**config.mk**
```make
export PLATFORM = sky130hd
export DESIGN_NAME = sdram_pattern_tester
export DESIGN_NICKNAME = d
export VERILOG_FILES = /design/src/rtl/sdram_pattern_tester.sv
export SDC_FILE = /design/constraint.sdc
export NUM_CORES = 1
export LEC_CHECK = 0
export ABC_AREA = 1
export BUFFER_PORTS_ARGS = -buffer_cell sky130_fd_sc_hd__buf_2
export CORE_UTILIZATION = 55
export CTS_BUF_LIST = sky130_fd_sc_hd__clkbuf_8
export CTS_CLUSTER_DIAMETER = 30
export DETAILED_ROUTE_END_ITERATION = 16
export PLACE_DENSITY = 0.78
export SLEW_MARGIN = 20
export SYNTH_ARGS = -nofsm -noshare
export SYNTH_HDL_FRONTEND = slang
export SYNTH_SLANG_ARGS = --single-unit
```
**constraint.sdc**
```tcl
create_clock -name clk -period 6.64 [get_ports clk]
set_input_delay 0.996 -clock clk [delete_from_list [all_inputs] [get_ports clk]]
set_output_delay 0.996 -clock clk [all_outputs]
set_load 0.005 [all_outputs]
```
**src/rtl/sdram_pattern_tester.sv**
```systemverilog
// sdram_pattern_tester
//
// Soak tester for the user write/read request ports of the SDRAM controller.
// Each pass fills MEM_WORDS words in BURST-word bursts with a selectable
// pattern, reads them back and compares every beat. Pass and error counters
// saturate at 16'hFFFF.
//
// Optional feature macro: SDRAM_TESTER_ERRCAP_EN
//   defined     -> err_addr/err_data hold the first mismatch since reset/clear
//   not defined -> err_addr/err_data are tied to zero, no capture registers
//
// state    | meaning
// ---------+-----------------------------------------------------------
// IDLE     | waiting for run
// WR_REQ   | write request raised, waiting for user_wstart
// WR_BURST | write burst in flight, one word per user_wen
// RD_REQ   | read request raised, waiting for user_rstart
// RD_BURST | read burst in flight, one compare per user_rvalid
// PASS_END | pass complete: toggle status, count the pass

module sdram_pattern_tester #(
    parameter int              ADDR_W    = 24,
    parameter int              DATA_W    = 16,
    parameter int              SIZE_W    = 10,
    parameter int              BURST     = 256,
    parameter longint unsigned MEM_WORDS = 64'd16777216
) (
    input  logic              clk,
    input  logic              rst_n,
    input  logic              run,
    input  logic [1:0]        mode,
    input  logic              clear,
    output logic              user_wreq,
    input  logic              user_wstart,
    input  logic              user_wdone,
    output logic [ADDR_W-1:0] user_waddr,
    output logic [SIZE_W-1:0] user_wsize,
    input  logic              user_wen,
    output logic [DATA_W-1:0] user_wdata,
    output logic              user_rreq,
    input  logic              user_rstart,
    input  logic              user_rdone,
    output logic [ADDR_W-1:0] user_raddr,
    output logic [SIZE_W-1:0] user_rsize,
    input  logic              user_rvalid,
    input  logic [DATA_W-1:0] user_rdata,
    output logic              status,
    output logic              err_strobe,
    output logic              err_latch,
    output logic [15:0]       pass_count,
    output logic [15:0]       err_count,
    output logic [ADDR_W-1:0] err_addr,
    output logic [DATA_W-1:0] err_data
);

    typedef enum logic [2:0] {
        IDLE     = 3'd0,
        WR_REQ   = 3'd1,
        WR_BURST = 3'd2,
        RD_REQ   = 3'd3,
        RD_BURST = 3'd4,
        PASS_END = 3'd5
    } state_t;

    // A region covering the whole address space ends when the address wraps.
    localparam longint unsigned SPACE      = 64'd1 << ADDR_W;
    localparam bit              FULL_SPACE = (MEM_WORDS >= SPACE);
    localparam logic [ADDR_W-1:0] END_ADDR = ADDR_W'(MEM_WORDS % SPACE);
    localparam logic [SIZE_W-1:0] BURST_SZ = SIZE_W'(BURST);
    localparam int                IDX_W    = $clog2(DATA_W);
    localparam logic [15:0]       LFSR_TAG = 16'hACE1;

    function automatic logic more_words(input logic [ADDR_W-1:0] a);
        if (FULL_SPACE) return (a != '0);
        else            return (a < END_ADDR);
    endfunction

    function automatic logic [31:0] lfsr_step(input logic [31:0] l);
        return {l[30:0], l[31] ^ l[21] ^ l[1] ^ l[0]};
    endfunction

    function automatic logic [15:0] sat_inc(input logic [15:0] v);
        return (v == 16'hFFFF) ? v : v + 16'd1;
    endfunction

    function automatic logic [DATA_W-1:0] pattern(input logic [1:0]        m,
                                                  input logic [ADDR_W-1:0] a,
                                                  input logic [31:0]       l);
        logic [ADDR_W+DATA_W-1:0] ext;
        logic [DATA_W-1:0]        base;
        logic [DATA_W-1:0]        one;
        ext  = {{DATA_W{1'b0}}, a};
        base = ext[DATA_W-1:0];
        one  = {{(DATA_W-1){1'b0}}, 1'b1};
        case (m)
            2'd0:    return base;
            2'd1:    return l[DATA_W-1:0];
            2'd2:    return one << a[IDX_W-1:0];
            default: return ~base;
        endcase
    endfunction

    state_t            state_q, state_d;
    logic [1:0]        mode_q, mode_d;
    logic [ADDR_W-1:0] addr_q, addr_d;
    logic [31:0]       lfsr_q, lfsr_d;
    logic [31:0]       seed_q, seed_d;
    logic              status_q, status_d;
    logic              wreq_q, wreq_d;
    logic              rreq_q, rreq_d;
    logic [ADDR_W-1:0] waddr_q, waddr_d;
    logic [ADDR_W-1:0] raddr_q, raddr_d;
    logic [SIZE_W-1:0] wsize_q, wsize_d;
    logic [SIZE_W-1:0] rsize_q, rsize_d;
    logic [DATA_W-1:0] wdata_q, wdata_d;
    logic              err_strobe_q, err_strobe_d;
    logic              err_latch_q, err_latch_d;
    logic [15:0]       pass_cnt_q, pass_cnt_d;
    logic [15:0]       err_cnt_q, err_cnt_d;
    logic [15:0]       pass_base, err_base;
    logic [DATA_W-1:0] expected;
    logic              mismatch;

    // Pass counter: clear first, then the pass completing in PASS_END.
    always_comb begin
        pass_base  = clear ? 16'd0 : pass_cnt_q;
        pass_cnt_d = (state_q == PASS_END) ? sat_inc(pass_base) : pass_base;
    end

    // Sequencer next state, address counter and pattern generator.
    always_comb begin
        state_d  = state_q;
        mode_d   = mode_q;
        addr_d   = addr_q;
        lfsr_d   = lfsr_q;
        seed_d   = seed_q;
        status_d = status_q;
        unique case (state_q)
            IDLE: begin
                if (run) begin
                    state_d = WR_REQ;
                    mode_d  = mode;
                    addr_d  = '0;
                    seed_d  = {LFSR_TAG, pass_cnt_d};
                    lfsr_d  = seed_d;
                end
            end
            WR_REQ: begin
                if (user_wstart) state_d = WR_BURST;
            end
            WR_BURST: begin
                // A beat arriving with wdone is counted before the phase check.
                if (user_wen) begin
                    addr_d = addr_q + 1'b1;
                    lfsr_d = lfsr_step(lfsr_q);
                end
                if (user_wdone) begin
                    if (more_words(addr_d)) begin
                        state_d = WR_REQ;
                    end else begin
                        state_d = RD_REQ;
                        addr_d  = '0;
                        lfsr_d  = seed_q;
                    end
                end
            end
            RD_REQ: begin
                if (user_rstart) state_d = RD_BURST;
            end
            RD_BURST: begin
                if (user_rvalid) begin
                    addr_d = addr_q + 1'b1;
                    lfsr_d = lfsr_step(lfsr_q);
                end
                if (user_rdone) begin
                    state_d = more_words(addr_d) ? RD_REQ : PASS_END;
                end
            end
            PASS_END: begin
                status_d = ~status_q;
                if (run) begin
                    state_d = WR_REQ;
                    mode_d  = mode;
                    addr_d  = '0;
                    seed_d  = {LFSR_TAG, pass_cnt_d};
                    lfsr_d  = seed_d;
                end else begin
                    state_d = IDLE;
                end
            end
            default: state_d = IDLE;
        endcase
    end

    // Request-port outputs are registered from the next state so they are
    // valid on the first cycle of WR_REQ/RD_REQ and zero outside their phase.
    always_comb begin
        wreq_d  = (state_d == WR_REQ);
        rreq_d  = (state_d == RD_REQ);
        waddr_d = '0;
        raddr_d = '0;
        wsize_d = '0;
        rsize_d = '0;
        wdata_d = '0;
        if (state_d == WR_REQ || state_d == WR_BURST) begin
            wsize_d = BURST_SZ;
            wdata_d = pattern(mode_d, addr_d, lfsr_d);
            waddr_d = (state_d == WR_REQ) ? addr_d : waddr_q;
        end
        if (state_d == RD_REQ || state_d == RD_BURST) begin
            rsize_d = BURST_SZ;
            raddr_d = (state_d == RD_REQ) ? addr_d : raddr_q;
        end
    end

    // Read compare; a mismatch in the same cycle as clear still counts.
    always_comb begin
        expected     = pattern(mode_q, addr_q, lfsr_q);
        mismatch     = (state_q == RD_BURST) && user_rvalid && (user_rdata != expected);
        err_strobe_d = mismatch;
        err_latch_d  = mismatch | (err_latch_q & ~clear);
        err_base     = clear ? 16'd0 : err_cnt_q;
        err_cnt_d    = mismatch ? sat_inc(err_base) : err_base;
    end

    // State, datapath and output registers.
    always_ff @(posedge clk or negedge rst_n) begin
        if (!rst_n) begin
            state_q      <= IDLE;
            mode_q       <= 2'd0;
            addr_q       <= '0;
            lfsr_q       <= '0;
            seed_q       <= '0;
            status_q     <= 1'b0;
            wreq_q       <= 1'b0;
            rreq_q       <= 1'b0;
            waddr_q      <= '0;
            raddr_q      <= '0;
            wsize_q      <= '0;
            rsize_q      <= '0;
            wdata_q      <= '0;
            err_strobe_q <= 1'b0;
            err_latch_q  <= 1'b0;
            pass_cnt_q   <= 16'd0;
            err_cnt_q    <= 16'd0;
        end else begin
            state_q      <= state_d;
            mode_q       <= mode_d;
            addr_q       <= addr_d;
            lfsr_q       <= lfsr_d;
            seed_q       <= seed_d;
            status_q     <= status_d;
            wreq_q       <= wreq_d;
            rreq_q       <= rreq_d;
            waddr_q      <= waddr_d;
            raddr_q      <= raddr_d;
            wsize_q      <= wsize_d;
            rsize_q      <= rsize_d;
            wdata_q      <= wdata_d;
            err_strobe_q <= err_strobe_d;
            err_latch_q  <= err_latch_d;
            pass_cnt_q   <= pass_cnt_d;
            err_cnt_q    <= err_cnt_d;
        end
    end

`ifdef SDRAM_TESTER_ERRCAP_EN
    logic [ADDR_W-1:0] cap_addr_q, cap_addr_d;
    logic [DATA_W-1:0] cap_data_q, cap_data_d;

    // First-mismatch capture; a mismatch coinciding with clear is the new first.
    always_comb begin
        cap_addr_d = clear ? '0 : cap_addr_q;
        cap_data_d = clear ? '0 : cap_data_q;
        if (mismatch && (!err_latch_q || clear)) begin
            cap_addr_d = addr_q;
            cap_data_d = user_rdata;
        end
    end

    // Capture registers.
    always_ff @(posedge clk or negedge rst_n) begin
        if (!rst_n) begin
            cap_addr_q <= '0;
            cap_data_q <= '0;
        end else begin
            cap_addr_q <= cap_addr_d;
            cap_data_q <= cap_data_d;
        end
    end

    assign err_addr = cap_addr_q;
    assign err_data = cap_data_q;
`else
    assign err_addr = '0;
    assign err_data = '0;
`endif

    assign user_wreq  = wreq_q;
    assign user_rreq  = rreq_q;
    assign user_waddr = waddr_q;
    assign user_raddr = raddr_q;
    assign user_wsize = wsize_q;
    assign user_rsize = rsize_q;
    assign user_wdata = wdata_q;
    assign status     = status_q;
    assign err_strobe = err_strobe_q;
    assign err_latch  = err_latch_q;
    assign pass_count = pass_cnt_q;
    assign err_count  = err_cnt_q;

endmodule

```
==> results.py, run 1 <==
metrics = {
    "outcome": {
        "status": "finished clean",
    },
    "floorplanning": {
        "boundaryPins": 189,
        "die_w_um": 152,
        "fp-row-count": 54,
        "die-area_mm2": 0.0230,
        "die_h_um": 152,
        "core_mm2": 0.0219,
        "initial_utilization_pct": 56.2,
    },
    "drt": {
        "firstDrtPassIters": 7,
        "dr_total_vias": 12457,
        "via_per_inst": 5.68,
        "wl_mm": 38.0,
        "drt-initial-drc-count": 1274,
        "drtAntennaViolNets": 0,
        "wl_per_cell_um": 17.3,
        "remaining_drc_errors": 0,
    },
    "logic_synthesis": {
        "yosys_warnings": 0,
        "synthAdderAreaFrac_pct": 0.813,
        "synth_edf_count": 0,
        "synthMuxAreaShare_pct": 0.173,
        "synth_flop_cell": "dfrtp_1",
        "synth_seq_cells": 181,
        "syn_area_mm2": 0.0123,
        "postSynth.asyncResetShare_pct": 100,
        "seq_area_frac_synth_pct": 36.8,
        "synth-xor-area-share_pct": 3.13,
        "synth_compound_area_share_pct": 12.9,
        "synth_top_family_by_area": "simple AND/OR/NAND/NOR gates",
        "ys_types": 48,
        "syn_inst": 1815,
        "syn_avg_cell_area_um2": 6.78,
        "synthSimpleGateAreaFrac_pct": 34.4,
    },
    "global_routing": {
        "met1_usage_pct": 43.5,
        "grt_max_degree": 113,
        "grtUsageMet3_pct": 6.14,
        "grt-ovfl-total": 0,
        "grt_pass1_wl_mm": 59.5,
        "grtUsageTotal_pct": 33.9,
        "gr-usage-met2_pct": 53.6,
        "grt.busiest_layer": "met2",
        "grt_pass1_vias": 11249,
        "antenna_found_initial": 2,
    },
    "placed_design": {
        "gp_congestion": 0.985,
        "portBuffers": 130,
        "hpwl_mm": 27.2,
        "place_area_mm2": 0.0129,
    },
    "clock_network": {
        "clkLatencyLatePin_ps": 500,
        "holdBufCountCts": 0,
        "root_buffer": "clkbuf_8",
        "post_cts_resized": 0,
        "cts_buffers": 17,
        "clockBufferDepth": 2,
        "post-cts-setup-buffers": 0,
        "cts_tree": "done",
        "clock-sinks": 181,
        "clk_pin_slew_ps": 130,
        "cts_max_level": 4,
    },
    "min_path": {
        "hold_class": "flop to flop",
    },
    "sta": {
        "rsz0062_at_grt": "no",
        "finalHoldViolCount": 0,
        "fmax_mhz": 230,
        "whs_ps": 471,
        "fin_skew_ps": 25.9,
        "worstMarginPinSlew_ps": 1080,
        "min_period_ps": 4350,
        "setup_viol": 0,
        "maxSlewViolCount": 0,
        "relSlewSlack_pct": 28.0,
        "tns_ps": 0,
        "post-route-period-util_pct": 65.5,
    },
    "layout": {
        "drive_above_1_share_pct": 12.0,
        "area_growth_pct": 8.39,
        "fin_area_mm2": 0.0133,
        "nets": 1935,
    },
    "critical_path": {
        "endpoint_kind": "flop",
        "critPathRequiredTime_ps": 7080,
        "path_max_fanout": 56,
        "arrival_ps": 4790,
        "critPathMostFrequentCell": "nand2_1",
        "slowest_stage": "buf_2",
        "setup.worst_path.class": "input pin to flop",
        "max_stage_delay_ps": 800,
        "cp_cell_sequence": "buf_2, buf_4, xnor2_1, nand3_1, nor2_1, nand2_1, nor2_1, nand2_1, nor2_1, nand3_2, nor2_4, o21ai_2, nand2_4, nand2_1, inv_2, nand2_1, nand2_1",
        "worstSetupStartpointType": "input pin",
    },
    "pwr": {
        "power_per_cell_area_mw_per_mm2": 347,
        "ir_drop_uv": 182,
        "leakage_nw": 6.83,
    },
    "flow_run": {
        "maxCapViolCount": 0,
    },
}
==> critical path, delay by kind of cell <==
family          cells  cell delay, ps
simple gates       12            1920
xor+xnor            1             170
buf+inv             3            1520
compound gates      1             120
==> layer usage <==
metal  wire [um]  part of all wire, %  up-vias
li1            -                    -     5906
met1       15600                   41     5768
met2       17200                   45      652
met3        3120                  8.2      131
met4        2030                  5.3        0
met5           0                    0        -
==> synth_stat cells (15+ instances only) <==
| cell type | instances | share of area, % |
|---|---|---|
| a21oi_1 | 40 | 1.6 |
| buf_2 | 21 | 0.85 |
| buf_4 | 62 | 3.8 |
| clkbuf_1 | 43 | 1.3 |
| dfrtp_1 | 181 | 37 |
| inv_1 | 171 | 5.2 |
| nand2_1 | 589 | 18 |
| nand3_1 | 131 | 5.3 |
| nand4_1 | 15 | 0.76 |
| nor2_1 | 171 | 5.2 |
| nor3_1 | 25 | 1.0 |
| o211ai_1 | 38 | 2.3 |
| o21ai_0 | 124 | 5.0 |
| o21ai_1 | 16 | 0.65 |
| o22ai_1 | 17 | 0.86 |
| xnor2_1 | 19 | 1.4 |
| xor2_1 | 25 | 1.8 |
==> flip-flops by register name, indices dropped and copies added (netlist names), 16 cells and up <==
register    cells
err_count      16
seed_q         17
pass_count     16
user_waddr     24
addr_q         24
user_wdata     16
user_raddr     24
lfsr_q         32
==> power by group <==
part / switching (mW) / internal [mW] / total (mW)
registers: 0.276 / 1.34 / 1.62
logic: 1.50 / 0.633 / 2.14
clock network: 0.526 / 0.343 / 0.869
total: 2.30 / 2.32 / 4.62
==> worst paths after layout <==
| check | slack, ps | cells past startpoint | endpoint | startpoint |
|---|---|---|---|---|
| max | 2290 | 17 | user_raddr[8] | user_wen |
| min | 470 | 2 | seed_q[16] | seed_q[16] |
| max reg2reg | 2560 | 17 | user_wdata[10] | state_q[1] |
| min reg2reg | 470 | 2 | seed_q[16] | seed_q[16] |
| max in group asynchronous | 4530 | 2 | user_wdata[1] | rst_n |
| min in group asynchronous | 620 | 1 | err_count[12] | rst_n |
==> area by class of cell <==
| type | count | area (um2) |
|---|---|---|
| Clock inverter | 15 | 236 |
| Fill cell | 2080 | 8550 |
| Tap cell | 280 | 350 |
| Antenna cell | 2 | 5.00 |
| Sequential cell | 181 | 4530 |
| Inverter | 180 | 676 |
| Clock buffer | 17 | 234 |
| Timing Repair Buffer | 142 | 749 |
| Multi-Input combinational cell | 1377 | 6560 |
==> through the flow <==
| step | utilization [%] | instances | power (mW) | setup WS, ps |
|---|---|---|---|---|
| finish | 60.9 | 2194 | 4.62 | 2290 |
| global route | 60.9 | 2194 | 4.92 | 1950 |
| CTS | 60.9 | 2192 | 4.58 | 2370 |
| detailed placement | 58.7 | 2160 | 3.71 | 1850 |
| global placement | 58.7 | 2160 | 3.68 | 1970 |
| floorplan | - | 1872 | 3.04 | 3300 |
==> cells by family after synthesis <==
logic type | Yosys count
simple gates | 994
buf+inv | 314
compound gates | 271
flops | 181
xor+xnor | 44
fa+ha+maj | 8
mux | 2
other cells | 1
==> cell usage in the layout, fill, tap and decap left out, types with 8 or more instances in the layout <==
master / netlist / routed
nand3_1: 131 / 131
conb_1: 1 / 58
o21ai_0: 124 / 124
ha_1: 8 / 8
nand2_2: 14 / 14
a31oi_1: 8 / 8
dfrtp_1: 181 / 181
clkbuf_8: 0 / 18
nor2_1: 171 / 168
a21oi_1: 40 / 40
buf_4: 62 / 12
nand2_1: 589 / 589
o211ai_1: 38 / 38
nor3_1: 25 / 25
nor2_2: 7 / 10
xor2_1: 25 / 25
xnor2_1: 19 / 19
buf_2: 21 / 129
nor2_4: 9 / 9
nand4_1: 15 / 15
nand3b_1: 14 / 14
inv_1: 171 / 171
o22ai_1: 17 / 17
o21ai_1: 16 / 16
No activity file was read; power rests on OpenSTA's default activity.
==> run 2: changes to the inputs <==
--- a/config.mk
+++ b/config.mk
@@ -5,7 +5,7 @@
 export SDC_FILE = /design/constraint.sdc
 export NUM_CORES = 1
 export LEC_CHECK = 0
-export ABC_AREA = 1
+export ABC_AREA = 0
 export BUFFER_PORTS_ARGS = -buffer_cell sky130_fd_sc_hd__buf_2
 export CORE_UTILIZATION = 55
 export CTS_BUF_LIST = sky130_fd_sc_hd__clkbuf_8
==> constraint.sdc (replaced) <==
create_clock -name clk -period 4.27 [get_ports clk]
set_input_delay 0.6405 -clock clk [delete_from_list [all_inputs] [get_ports clk]]
set_output_delay 0.6405 -clock clk [all_outputs]
set_load 0.005 [all_outputs]
==> results.py, run 2 <==
metrics = {
    "placed_design": {
        "portBuffers": 130,
        "gp_congestion": 1.04,
        "placed_cells": 1766,
        "hpwl_mm": 30.7,
        "dp_slack_ps": 367,
    },
    "critical_path": {
        "critPathRequiredTime_ps": 4700,
        "arrival_ps": 4420,
        "startpoint": "addr_q[5]",
        "r2r-start": "addr_q[5]",
        "worstSetupStartpointType": "flop",
        "path_max_fanout": 10,
        "r2r_end": "user_raddr[8]",
        "setup.worst_path.class": "flop to flop",
        "r2r.worst_path.cells": 10,
        "endpoint_kind": "flop",
        "r2r_slack_ps": 290,
    },
    "sta": {
        "maxSlewViolCount": 0,
        "min_period_ps": 3980,
        "setup_viol": 0,
        "whs_ps": 196,
        "worstMarginPinSlew_ps": 868,
        "worst_slack_ps": 287,
        "tns_ps": 0,
        "post-route-period-util_pct": 93.3,
        "rsz0062_at_grt": "no",
        "relSlewSlack_pct": 42.1,
        "fmax_mhz": 251,
        "fin_skew_ps": 22.6,
        "finalHoldViolCount": 0,
    },
    "global_routing": {
        "grt-ovfl-total": 0,
        "grtUsageTotal_pct": 38.2,
        "grt_pass1_wl_mm": 64.5,
        "grt_max_degree": 94,
        "antenna_found_initial": 2,
        "grt_pass1_vias": 11002,
    },
    "clock_network": {
        "clock-sinks": 181,
        "cts_max_level": 4,
        "post_cts_resized": 0,
        "clockBufferDepth": 2,
        "cts_tree": "done",
        "clk_pin_slew_ps": 120,
        "clkLatencyLatePin_ps": 500,
        "cts_buffers": 17,
        "post-cts-setup-buffers": 0,
        "holdBufCountCts": 0,
        "root_buffer": "clkbuf_8",
    },
    "floorplanning": {
        "boundaryPins": 189,
        "fp-row-count": 53,
        "die_w_um": 150,
        "initial_utilization_pct": 56.5,
        "die-area_mm2": 0.0224,
        "die_h_um": 150,
        "core_mm2": 0.0212,
    },
    "layout": {
        "diodes": 0,
        "nets": 1546,
        "largest_reg_flops": 32,
        "final_cells": 1798,
        "mostFrequentLayoutCell": "dfrtp_1",
        "top_register": "lfsr_q",
        "mostFrequentLayoutCells": "dfrtp_1 (181), nand2_1 (136), buf_2 (129)",
        "area_growth_pct": 12.2,
        "drive_above_1_share_pct": 19.6,
    },
    "drt": {
        "drtAntennaViolNets": 0,
        "wl_per_cell_um": 23.3,
        "drt-initial-drc-count": 1403,
        "dr_total_vias": 11915,
        "wl_mm": 41.9,
        "firstDrtPassIters": 5,
        "via_per_inst": 6.63,
        "remaining_drc_errors": 0,
    },
    "logic_synthesis": {
        "syn_inst": 1373,
        "seq_area_frac_synth_pct": 37.8,
        "yosys_warnings": 0,
        "synth_edf_count": 0,
        "syn_avg_cell_area_um2": 8.73,
        "postSynth.asyncResetShare_pct": 100,
        "yosysTopAreaCellShare_pct": 37.8,
        "ys_types": 98,
        "ys_top_cells_by_count": "dfrtp_1 (181), nand2_1 (136), nor2_1 (86), o21ai_0 (83), clkbuf_1 (67)",
        "syn_area_mm2": 0.0120,
        "yosys-top-cells-area": "dfrtp_1 (38%), nand2_1 (4.3%), buf_4 (4.0%)",
        "synth.most_common_cell": "dfrtp_1",
        "synth_seq_cells": 181,
        "yosys.area.top_type": "dfrtp_1",
        "synth_flop_cell": "dfrtp_1",
    },
    "min_path": {
        "hold_class": "input pin to async pin",
    },
    "outcome": {
        "status": "finished clean",
    },
    "pwr": {
        "power_per_cell_area_mw_per_mm2": 503,
        "leakage_nw": 6.19,
        "ir_drop_uv": 337,
    },
    "flow_run": {
        "maxCapViolCount": 0,
    },
}
-- run 2: changes by cell type after synthesis, moves of 21 or more --
cell,previous run,this run
nor2_1,171,86
nor2b_1,1,25
mux2i_1,1,27
nand3_1,131,32
nor4_1,5,31
and2_1,0,25
o21ai_0,124,83
xnor2_1,19,40
nand2_1,589,136
a22o_1,0,23
clkbuf_1,43,67
a221oi_1,1,33
inv_1,171,42
-- run 2: routing by layer --
layer / wire length, um / vias up / global-route usage (%) / part of all wire (%)
met5: 13 / - / 0 / 0.031
met4: 1670 / 2 / 16.8 / 4.0
met1: 16900 / 5762 / 53.5 / 40
met2: 18500 / 801 / 56.0 / 44
li1: - / 5229 / - / -
met3: 4810 / 121 / 9.18 / 11
-- run 2: cell families (layout without fill, tap and decap cells) --
group | count (synthesis) | after routing | share of synthesized area [%]
adders and majority gates | 8 | 8 | 0.835
other | 1 | 58 | 0.0313
xor gates and xnor gates | 60 | 60 | 4.38
DFF | 181 | 181 | 37.8
buffers and inverters | 203 | 296 | 8.59
AOI/OAI and AO/OA | 390 | 390 | 23.6
muxes | 37 | 37 | 3.19
and+or+nand+nor | 493 | 493 | 21.6
-- run 2: worst max-delay path by stage --
stage                     end  cells past startpoint
6_report        user_raddr[8]                     10
5_1_grt         user_wdata[7]                     12
4_1_cts         user_raddr[8]                     10
2_1_floorplan  user_raddr[21]                     10
3_5_place_dp    user_wdata[7]                     12
3_3_place_gp    user_wdata[7]                     12
-- run 2: stage by stage --
stage          util, %  area, um2  power, mW
3_3_place_gp      61.5      13100       5.40
4_1_cts           63.4      13500       6.65
6_report          63.4      13500       6.77
5_1_grt           63.4      13500       7.06
3_5_place_dp      61.5      13100       5.46
2_1_floorplan        -      12200       4.32
-- run 2: power breakdown --
group / switching (mW) / total [mW] / internal (mW) / leakage (nW)
sequential: 0.355 / 2.32 / 1.96 / 2.48
clock: 0.750 / 1.19 / 0.439 / 0.196
combinational: 2.10 / 3.26 / 1.17 / 3.52
total: 3.20 / 6.77 / 3.57 / 6.19
-- run 2: critical path: stages (launching register included) --
cell      delay [ps]
dfrtp_1          590
nand4_1          200
or4_1            770
or3_1            400
o2111a_1         210
o2111a_1         290
buf_4            200
a21oi_4          300
a21oi_1          190
nor2_1           530
a22o_1           220
-- run 2: layout make-up --
| class | count | area [um2] |
|---|---|---|
| clock buffers | 17 | 234 |
| repair buffers | 217 | 1320 |
| flip-flops and latches | 181 | 4530 |
| inverters | 47 | 176 |
| fillers | 1870 | 7770 |
| multi-input cells | 1046 | 6680 |
| well taps | 275 | 344 |
| clock inverters | 15 | 166 |
